[config.mk]
export PLATFORM = sky130hd
export DESIGN_NAME = guess_entry_flat
export DESIGN_NICKNAME = d
export VERILOG_FILES = /design/src/rtl/guess_entry_if.sv /design/src/rtl/guess_entry.sv /design/src/flat_wrapper.sv
export SDC_FILE = /design/constraint.sdc
export NUM_CORES = 1
export LEC_CHECK = 0
export ABC_AREA = 1
export BUFFER_PORTS_ARGS = -buffer_cell sky130_fd_sc_hd__buf_2
export CAP_MARGIN = 15
export CELL_PAD_IN_SITES_DETAIL_PLACEMENT = 2
export CELL_PAD_IN_SITES_GLOBAL_PLACEMENT = 2
export CORE_ASPECT_RATIO = 0.7
export CORE_MARGIN = 3
export CORE_UTILIZATION = 35
export CTS_BUF_LIST = sky130_fd_sc_hd__clkbuf_2 sky130_fd_sc_hd__clkbuf_4 sky130_fd_sc_hd__clkbuf_8
export DETAILED_ROUTE_END_ITERATION = 8
export GPL_TIMING_DRIVEN = 0
export PLACE_DENSITY_LB_ADDON = 0.15
export SLEW_MARGIN = 20
export SYNTH_ARGS = -nofsm -noshare
export SYNTH_HDL_FRONTEND = slang
export SYNTH_SLANG_ARGS = --single-unit
export TNS_END_PERCENT = 100
[constraint.sdc]
create_clock -name clk -period 3.75 [get_ports clk]
set_clock_uncertainty 0.2 [all_clocks]
set_input_delay 0.1875 -clock clk [delete_from_list [all_inputs] [get_ports clk]]
set_output_delay 0.1875 -clock clk [all_outputs]
set_load 0.05 [all_outputs]
[src/rtl/guess_entry_if.sv]
// Signal bundle between the switch/button front end (guess_entry) and whatever drives it and consumes the accepted guesses.
`timescale 1ns/1ps
interface guess_entry_if;
    logic [4:0]  letter_sw;
    logic        key_n;
    logic        clear;
    logic [4:0]  guess;
    logic        go;
    logic        busy;
    logic        repeat_err;
    logic        invalid_err;
    logic [25:0] used_mask;
    logic [4:0]  guess_count;

    modport master (
        output letter_sw, key_n, clear,
        input  guess, go, busy, repeat_err, invalid_err, used_mask, guess_count
    );

    modport slave (
        input  letter_sw, key_n, clear,
        output guess, go, busy, repeat_err, invalid_err, used_mask, guess_count
    );
endinterface

[src/rtl/guess_entry.sv]
// Hangman guess entry: synchronizes the push-button, validates the switch letter and strobes go per accepted guess.
// Optional key debounce filter is compiled in with `define GUESS_ENTRY_DEBOUNCE_EN.
`timescale 1ns/1ps
module guess_entry #(
    parameter int GO_CYCLES       = 4,
    parameter int DEBOUNCE_CYCLES = 16
) (
    input  logic          clk,
    input  logic          resetn,
    guess_entry_if.slave  bus
);

    typedef enum logic [1:0] {
        S_IDLE,
        S_GO,
        S_WAIT_RELEASE
    } state_t;

    localparam logic [3:0] GO_LAST   = 4'(GO_CYCLES - 1);
    localparam logic [4:0] MAX_COUNT = 5'd26;

    if (GO_CYCLES < 1 || GO_CYCLES > 15 || DEBOUNCE_CYCLES < 2 || DEBOUNCE_CYCLES > 65535) begin : g_param_err
        $error("guess_entry: parameter out of legal range");
    end

    state_t      state_q, state_d;
    logic [3:0]  go_cnt_q, go_cnt_d;
    logic [4:0]  guess_q, guess_d;
    logic [25:0] mask_q, mask_d;
    logic [4:0]  count_q, count_d;
    logic        rep_err_q, rep_err_d;
    logic        inv_err_q, inv_err_d;
    logic        sync1_q, sync1_d;
    logic        sync2_q, sync2_d;
    logic        prev_q, prev_d;
    logic        key_lvl;
    logic        press;

    always_comb begin
        sync1_d = bus.key_n;
        sync2_d = sync1_q;
        prev_d  = key_lvl;
    end

    always_ff @(posedge clk or negedge resetn) begin
        if (!resetn) begin
            sync1_q <= 1'b1;
            sync2_q <= 1'b1;
            prev_q  <= 1'b1;
        end else begin
            sync1_q <= sync1_d;
            sync2_q <= sync2_d;
            prev_q  <= prev_d;
        end
    end

`ifdef GUESS_ENTRY_DEBOUNCE_EN
    localparam logic [15:0] DB_LAST = 16'(DEBOUNCE_CYCLES - 1);

    logic        filt_q, filt_d;
    logic [15:0] db_cnt_q, db_cnt_d;

    // Counter runs only while the synchronized level disagrees with the filtered one; any agreement restarts it.
    always_comb begin
        filt_d   = filt_q;
        db_cnt_d = 16'd0;
        if (sync2_q != filt_q) begin
            if (db_cnt_q == DB_LAST) begin
                filt_d = sync2_q;
            end else begin
                db_cnt_d = db_cnt_q + 16'd1;
            end
        end
    end

    always_ff @(posedge clk or negedge resetn) begin
        if (!resetn) begin
            filt_q   <= 1'b1;
            db_cnt_q <= 16'd0;
        end else begin
            filt_q   <= filt_d;
            db_cnt_q <= db_cnt_d;
        end
    end

    assign key_lvl = filt_q;
`else
    assign key_lvl = sync2_q;
`endif

    assign press = prev_q & ~key_lvl;

    always_comb begin
        state_d   = state_q;
        go_cnt_d  = go_cnt_q;
        guess_d   = guess_q;
        mask_d    = mask_q;
        count_d   = count_q;
        rep_err_d = 1'b0;
        inv_err_d = 1'b0;
        // Clear wins over everything, including a press seen in the same cycle.
        if (bus.clear) begin
            state_d  = S_IDLE;
            go_cnt_d = 4'd0;
            mask_d   = 26'd0;
            count_d  = 5'd0;
        end else begin
            unique case (state_q)
                S_IDLE: begin
                    if (press) begin
                        if (bus.letter_sw >= 5'd26) begin
                            inv_err_d = 1'b1;
                            state_d   = S_WAIT_RELEASE;
                        end else if (mask_q[bus.letter_sw]) begin
                            rep_err_d = 1'b1;
                            state_d   = S_WAIT_RELEASE;
                        end else begin
                            guess_d                = bus.letter_sw;
                            mask_d[bus.letter_sw]  = 1'b1;
                            if (count_q < MAX_COUNT) begin
                                count_d = count_q + 5'd1;
                            end
                            go_cnt_d = GO_LAST;
                            state_d  = S_GO;
                        end
                    end
                end
                S_GO: begin
                    if (go_cnt_q == 4'd0) begin
                        state_d = S_WAIT_RELEASE;
                    end else begin
                        go_cnt_d = go_cnt_q - 4'd1;
                    end
                end
                S_WAIT_RELEASE: begin
                    if (key_lvl) begin
                        state_d = S_IDLE;
                    end
                end
                default: begin
                    state_d = S_IDLE;
                end
            endcase
        end
    end

    always_ff @(posedge clk or negedge resetn) begin
        if (!resetn) begin
            state_q   <= S_IDLE;
            go_cnt_q  <= 4'd0;
            guess_q   <= 5'd0;
            mask_q    <= 26'd0;
            count_q   <= 5'd0;
            rep_err_q <= 1'b0;
            inv_err_q <= 1'b0;
        end else begin
            state_q   <= state_d;
            go_cnt_q  <= go_cnt_d;
            guess_q   <= guess_d;
            mask_q    <= mask_d;
            count_q   <= count_d;
            rep_err_q <= rep_err_d;
            inv_err_q <= inv_err_d;
        end
    end

    // go is decoded from the state register so an asynchronous reset drops it immediately.
    assign bus.go          = (state_q == S_GO);
    assign bus.busy        = (state_q != S_IDLE);
    assign bus.guess       = guess_q;
    assign bus.used_mask   = mask_q;
    assign bus.guess_count = count_q;
    assign bus.repeat_err  = rep_err_q;
    assign bus.invalid_err = inv_err_q;

endmodule

[src/flat_wrapper.sv]
// flat-port wrapper written by rule: the top's interface ports become plain ports
module guess_entry_flat 
#(
    parameter int GO_CYCLES       = 4,
    parameter int DEBOUNCE_CYCLES = 16
)
  (clk, resetn, bus_letter_sw, bus_key_n, bus_clear, bus_guess, bus_go, bus_busy, bus_repeat_err, bus_invalid_err, bus_used_mask, bus_guess_count);
  guess_entry_if bus_i ();
  input  logic clk;
  input  logic resetn;
  input wire logic [$bits(bus_i.letter_sw)-1:0] bus_letter_sw;
  input wire logic [$bits(bus_i.key_n)-1:0] bus_key_n;
  input wire logic [$bits(bus_i.clear)-1:0] bus_clear;
  output wire logic [$bits(bus_i.guess)-1:0] bus_guess;
  output wire logic [$bits(bus_i.go)-1:0] bus_go;
  output wire logic [$bits(bus_i.busy)-1:0] bus_busy;
  output wire logic [$bits(bus_i.repeat_err)-1:0] bus_repeat_err;
  output wire logic [$bits(bus_i.invalid_err)-1:0] bus_invalid_err;
  output wire logic [$bits(bus_i.used_mask)-1:0] bus_used_mask;
  output wire logic [$bits(bus_i.guess_count)-1:0] bus_guess_count;
  assign bus_i.letter_sw = bus_letter_sw;
  assign bus_i.key_n = bus_key_n;
  assign bus_i.clear = bus_clear;
  assign bus_guess = bus_i.guess;
  assign bus_go = bus_i.go;
  assign bus_busy = bus_i.busy;
  assign bus_repeat_err = bus_i.repeat_err;
  assign bus_invalid_err = bus_i.invalid_err;
  assign bus_used_mask = bus_i.used_mask;
  assign bus_guess_count = bus_i.guess_count;
  guess_entry #(.GO_CYCLES(GO_CYCLES), .DEBOUNCE_CYCLES(DEBOUNCE_CYCLES)) u_core (.clk(clk), .resetn(resetn), .bus(bus_i));
endmodule
==> results.ini, run 1 <==
[outcome]
status=completed

[global_routing]
grt_usage=0.2386
antenna_found_initial=0
grt_pass1_vias=3205
grt_pass1_wl_um=17260
grt_max_degree=48
grt-ovfl-total=0

[route]
ant_nets=0
wl_per_cell_um=18.56
drcViolationCount=0
drt_iter0_markers=113
dr.pass1.iters=4
vias=2914
wl_um=10250
via_per_inst=5.279

[finish]
area_delta_synth_final_pct=18.27
drive_gt1_frac=0.2004
final_cell_area_um2=3377
instances_no_fill=552
layout.nets=465
antennaDiodeCount=0

[synthesis]
synth_cell_type_count=31
synth_most_common_cell=nand2_1
synthAdderAreaFrac=0.01315
synth_area_leader_cell=dfrtp_1
synth_nets=409
yosysSeqAreaShare=0.4132
yosysWarnings=0
synth-compound-area-share=0.05521
syn_area_um2=2855
synth_edf_count=0
async_flop_share=1.000
synth_seq_cells=47
synthSimpleGateAreaFrac=0.4303
synthMuxAreaShare=0
synth-xor-area-share=0.01534
synth_area_leaders=dfrtp_1, nand2_1, nand4_1
synthFlopType=dfrtp_1
synth_area_per_cell_um2=7.192
synth_top_family_by_area=simple AND/OR/NAND/NOR gates
synth_cells=397
synth_common_cells=nand2_1, dfrtp_1, nor2_1
synth_top_area_frac=0.3856

[sta]
tightest_slew_ns=0.7651
setup_viol=0
relSlewSlack=0.4860
fin_crit_sh=0.6555
rsz0062_at_grt=false
drv_slew=0
period_needed_ns=2.458
max_clock_freq_mhz=406.8
finalHoldViolCount=0
tns_ns=0

[clock_tree]
cts_buffers=5
cts_buffer_depth=2
ctsResizeCount=0
cts_tree=done
htree_levels=2
clk_latency_ns=0.32
cts_num_sinks=47
cts.root.buffer_cell=clkbuf_8
clk_pin_slew_worst_paths_ns=0.09

[pwr]
p_leak_nw=1.889
ir_drop_mv=0.3240
p_per_area_nw_per_um2=443.3

[die]
die_y_um=81.57
core-area_um2=7612
initial_core_util=0.3751
pin_count=49
rows=26
die_w_um=114.0
dieArea_um2=9295

[job]
max-cap-violations=0

[place]
dp_hpwl_um=7327
io_buffers=46
dpl.cell_count=541
gp_congestion=0.8300
placed_cell_area_um2=3208

[setup_path]
critPathCaptureType=flip-flop
crit_type=in -> reg
crit_arrival_ns=2.51
crit_fanout=10
critPathLaunchType=primary input
cp.required_ns=3.80

[worst_hold_path]
hp-class=in -> reg

power by group:
part | leakage [nW] | internal, mW | switching, mW
clock network | 0.0688 | 0.274 | 0.192
registers | 0.629 | 0.552 | 0.0450
logic | 1.19 | 0.106 | 0.328
total | 1.89 | 0.932 | 0.565
area by class of cell:
type                       instances  area [um2]
clock buffer                       6       76.32
multi-input combinational        309        1468
timing repair buffer              49       262.8
tap                               98       122.6
fill                             919        4235
sequential                        47        1180
inverter                          26       100.1
buffer                            15       107.6
clock inverter                     2       60.06
cell families (layout without fill, tap and decap cells):
logic type / count (synthesis) / in the layout
adders and majority gates: 3 / 3
DFF: 47 / 47
and+or+nand+nor: 271 / 271
AOI/OAI and AO/OA: 30 / 30
xor gates and xnor gates: 5 / 5
buffers and inverters: 41 / 98
per-layer routing:
| metal | global-route usage | vias up | part of all wire |
|---|---|---|---|
| met5 | 0 | - | 0 |
| met4 | 0.04626 | 0 | 0.0096 |
| met3 | 0.04492 | 8 | 0.026 |
| met2 | 0.4007 | 40 | 0.47 |
| met1 | 0.3254 | 1474 | 0.50 |
| li1 | - | 1392 | - |
flip-flops by register name (all words and copies together), names as in the netlist:
signal	cells
u_core.state_q	2
u_core.go_cnt_q	4
u_core.sync1_q	1
u_core.bus.used_mask	26
u_core.bus.guess	5
u_core.bus.guess_count	5
u_core.bus.invalid_err	1
u_core.bus.repeat_err	1
u_core.key_lvl	1
u_core.prev_q	1
worst max-delay path, stage by stage:
cell	delay (ns)
dlygate4sd3_1	0.55
buf_6	0.15
nor3_1	0.63
nand2_1	0.12
nand2_1	0.12
nor2_2	0.08
nand2_4	0.11
nand2_8	0.09
nand3_4	0.14
buf_8	0.18
nand2_2	0.06
nand2_1	0.07
final timing paths:
check | cells past startpoint | startpoint | end | slack [ns]
max | 12 | bus_letter_sw[4] | u_core.bus.used_mask[25] | 1.29
min | 3 | bus_letter_sw[3] | u_core.bus.guess[3] | 0.008
max reg2reg | 7 | u_core.prev_q | u_core.bus.used_mask[25] | 1.49
min reg2reg | 0 | u_core.sync1_q | u_core.key_lvl | 0.16
max in group asynchronous | 2 | resetn | u_core.bus.used_mask[8] | 2.69
min in group asynchronous | 2 | resetn | u_core.go_cnt_q[2] | 0.23
through the flow:
step | utilization | hold WS, ns | setup slack [ns] | power [mW]
after floorplan | - | -0.3081 | 1.799 | 0.9028
after global routing | 0.4436 | 0.01565 | 1.136 | 1.578
final | 0.4436 | 0.008012 | 1.292 | 1.497
after CTS | 0.4433 | 0.008572 | 1.318 | 1.508
after detailed placement | 0.4214 | 0.09718 | 1.427 | 1.036
after global placement | 0.4214 | 0.09295 | 1.517 | 1.012
placed cells by master (no fill, tap or decap):
cell type        n
inv_4            1
nand3_4          1
nand2_8          1
or2_2            1
clkbuf_8         5
dfstp_2          3
buf_8            1
o21ai_0          1
clkbuf_4         1
clkbuf_1         7
xor2_1           3
xnor2_1          2
o21bai_1         1
nor2_4           2
buf_4            1
nand2_1        157
and3_1           1
dlygate4sd3_1    3
inv_1           23
dfrtp_1         44
bufinv_16        2
nor3_1           5
nand3_1         20
nand2_2         10
o21ai_1          1
buf_2           47
nand2_4          1
a21oi_1         26
nand4_1         26
buf_6            5
o211a_1          1
nor2_2           3
inv_2            2
nor2_1          39
nor3_2           4
ha_1             3
repair_timing:
item	CTS	global route
hold buffers	3	0
buffers inserted	0	0
hold endpoints to repair	46	0
Power figures use the tool's default switching activity.
==> inputs of run 2 (changes only) <==
Settings changed: CORE_UTILIZATION 35 to 29.
Clock period 3.75 ns to 2.1 ns, I/O delays scaled along.
==> run 2 against run 1 <==
Net effect: flip-flop and latch count did not move; global-route usage fell by 5.3 points; via count rose by 1.6%; non-clock buffer count rose by 24; register-to-register slack got worse by 1.4 ns; clock power rose by 26%; power rose by 67%; design area rose by 8.8%; die area rose by 19%; sequential power rose by 78%; count of clock-buffer cells in the layout did not move.
==> results.ini, run 2 (synthesized netlist as in run 1, its figures left out) <==
[outcome]
status=completed

[finish]
layout_common_cells=nand2_1, buf_2, dfrtp_1
final_common_cell=nand2_1
instances_no_fill=603  ; +9.2%
antennaDiodeCount=0  ; unchanged
drive_gt1_frac=0.2860  ; +0.08557
layout.nets=490  ; +5.4%
largest_reg_flops=26  ; unchanged
area_delta_synth_final_pct=28.70

[pwr]
p_leak_nw=2.037  ; +7.8%
seqPwrFrac=0.424  ; +0.025
intPower_mw=1.484  ; +59%
ir_drop_mv=0.2515  ; -22%
pwr-share-clk=0.234  ; -0.077
p_per_area_nw_per_um2=681.9  ; +54%
total_power_mw=2.506  ; +67%
power_frac_comb=0.342  ; +0.052
switching_share=0.4079  ; +0.03038
p_switching_mw=1.022  ; +81%

[die]
initial_core_util=0.3062  ; -0.06890
die_y_um=89.02  ; +9.1%
core-area_um2=9325  ; +23%
rows=29  ; +12%
dieArea_um2=11090  ; +19%
die_w_um=124.6  ; +9.3%
pin_count=49  ; unchanged

[sta]
finalHoldViolCount=0  ; unchanged
max_clock_freq_mhz=503.7
period_needed_ns=1.985
fin_crit_sh=0.9454
setup_viol=0  ; unchanged
tightest_slew_ns=0.7255  ; -0.03954 ns
hold_ws_ns=0.03566  ; +0.02764 ns
relSlewSlack=0.5126  ; +0.02656
drv_slew=0  ; unchanged
setup_slack_ns=0.1147  ; -1.177 ns
rsz0062_at_grt=true

[route]
via_per_inst=4.910  ; -7.0%
vias=2961  ; +1.6%
dr.pass1.iters=4  ; unchanged
drt_iter0_markers=112  ; -0.88%
wl_per_cell_um=17.24  ; -7.1%
ant_nets=0  ; unchanged
wl_um=10400  ; +1.5%
drcViolationCount=0  ; unchanged

[clock_tree]
cts_num_sinks=47  ; unchanged
htree_levels=2  ; unchanged
cts_tree=done
clk_latency_ns=0.31  ; about the same
cts.root.buffer_cell=clkbuf_8
clk_pin_slew_worst_paths_ns=0.10  ; about the same
cts_buffer_depth=2  ; unchanged
cts_buffers=5  ; unchanged

[setup_path]
rr_startpoint=u_core.state_q[0]
critPathLaunchType=flip-flop
critPathCaptureType=flip-flop
rr_endpoint=u_core.bus.used_mask[20]
slowest_delay_ns=0.43  ; -0.20 ns
crit_fanout=10  ; unchanged
rrSetupSlack_ns=0.11  ; -1.38 ns
critPathMostFrequentCell=nand2_1
crit_slowest_cell=dfrtp_1
crit_arrival_ns=2.03  ; -0.48 ns
cp-startpoint=u_core.state_q[0]
worstPathCellList=nor2_1 > inv_1 > nand2_1 > clkbuf_1 > nand4_1 > nand2_1
rr_worst_depth=6  ; -1
cp.required_ns=2.15  ; -1.65 ns
crit_type=reg -> reg

[place]
place_worst_setup_slack_ns=-0.1266  ; -1.553 ns
io_buffers=46  ; unchanged
dp_hpwl_um=7273  ; -0.74%
gp_congestion=0.7790  ; -6.1%
dpl.cell_count=568  ; +5.0%

[worst_hold_path]
holdPathEnd=u_core.bus.guess_count[2]
hp-class=in -> reg
min-delay-start=bus_clear
hold_depth=4  ; +1

[global_routing]
grt_pass1_wl_um=16460  ; -4.6%
antenna_found_initial=0  ; unchanged
grt-ovfl-total=0  ; unchanged
grt_usage=0.1857  ; -0.05296
grt_pass1_vias=3118  ; -2.7%
grt_max_degree=26  ; -46%

[job]
max-cap-violations=0  ; unchanged

-- run 2: final cells by class --
cell class                 instances  area (um2)
buffer                            15       120.1
clock buffer                       6       76.32
clock inverter                     2       12.51
fill                            1105        5650
inverter                          26       100.1
multi-input combinational        310        1533
sequential                        47        1182
tap                              124       155.1
timing repair buffer              73       495.5
-- run 2: worst max-delay path by stage --
stage                                     endpoint  slack, ns  cells after the start
after floorplan           u_core.bus.used_mask[24]       0.15                     13
after global placement         u_core.bus.guess[4]      -0.07                     13
after detailed placement       u_core.bus.guess[2]      -0.13                     13
after CTS                 u_core.bus.used_mask[19]       0.03                     13
after global routing      u_core.bus.used_mask[24]      -0.03                     13
final                     u_core.bus.used_mask[20]       0.11                      6
-- run 2: through the flow --
stage / util / instance area (um2) / TNS, ns
2_1_floorplan: - / 2855 / 0
3_3_place_gp: 0.3475 / 3241 / -0.7077
3_5_place_dp: 0.3497 / 3261 / -2.698
4_1_cts: 0.3659 / 3412 / 0
5_1_grt: 0.3941 / 3675 / -0.2363
6_report: 0.3941 / 3675 / 0
-- run 2: critical path, delay by kind of cell (launching register included) --
| family | cells | cell delay [ns] |
|---|---|---|
| flip-flops | 1 | 0.43 |
| buffers and inverters | 2 | 0.50 |
| AND/OR/NAND/NOR | 4 | 0.79 |
-- run 2: power by group through the flow --
stage	Sequential [mW]	Clock, mW	Combinational, mW
after floorplan	1.28	0	0.332
after global placement	1.08	0	0.742
after detailed placement	1.08	0	0.767
after CTS	1.06	0.603	0.780
after global routing	1.08	0.656	0.937
final	1.06	0.586	0.858
-- run 2: timing repair --
item | 4_1_cts | 5_1_grt
hold buffers | 6 | 0
pin swaps | 0 | 11
gates cloned | 0 | 3
endpoints found under the hold margin | 27 | 0
setup buffers | 0 | 18
gates resized for setup | 2 | 29
endpoints found under the setup margin | 20 | 31
-- run 2: routing by layer --
layer,share of wire,vias up,track usage
met5,0,-,0
met4,0.0062,0,0.03483
met3,0.029,7,0.03582
met2,0.45,38,0.3113
met1,0.52,1475,0.2554
li1,-,1441,-
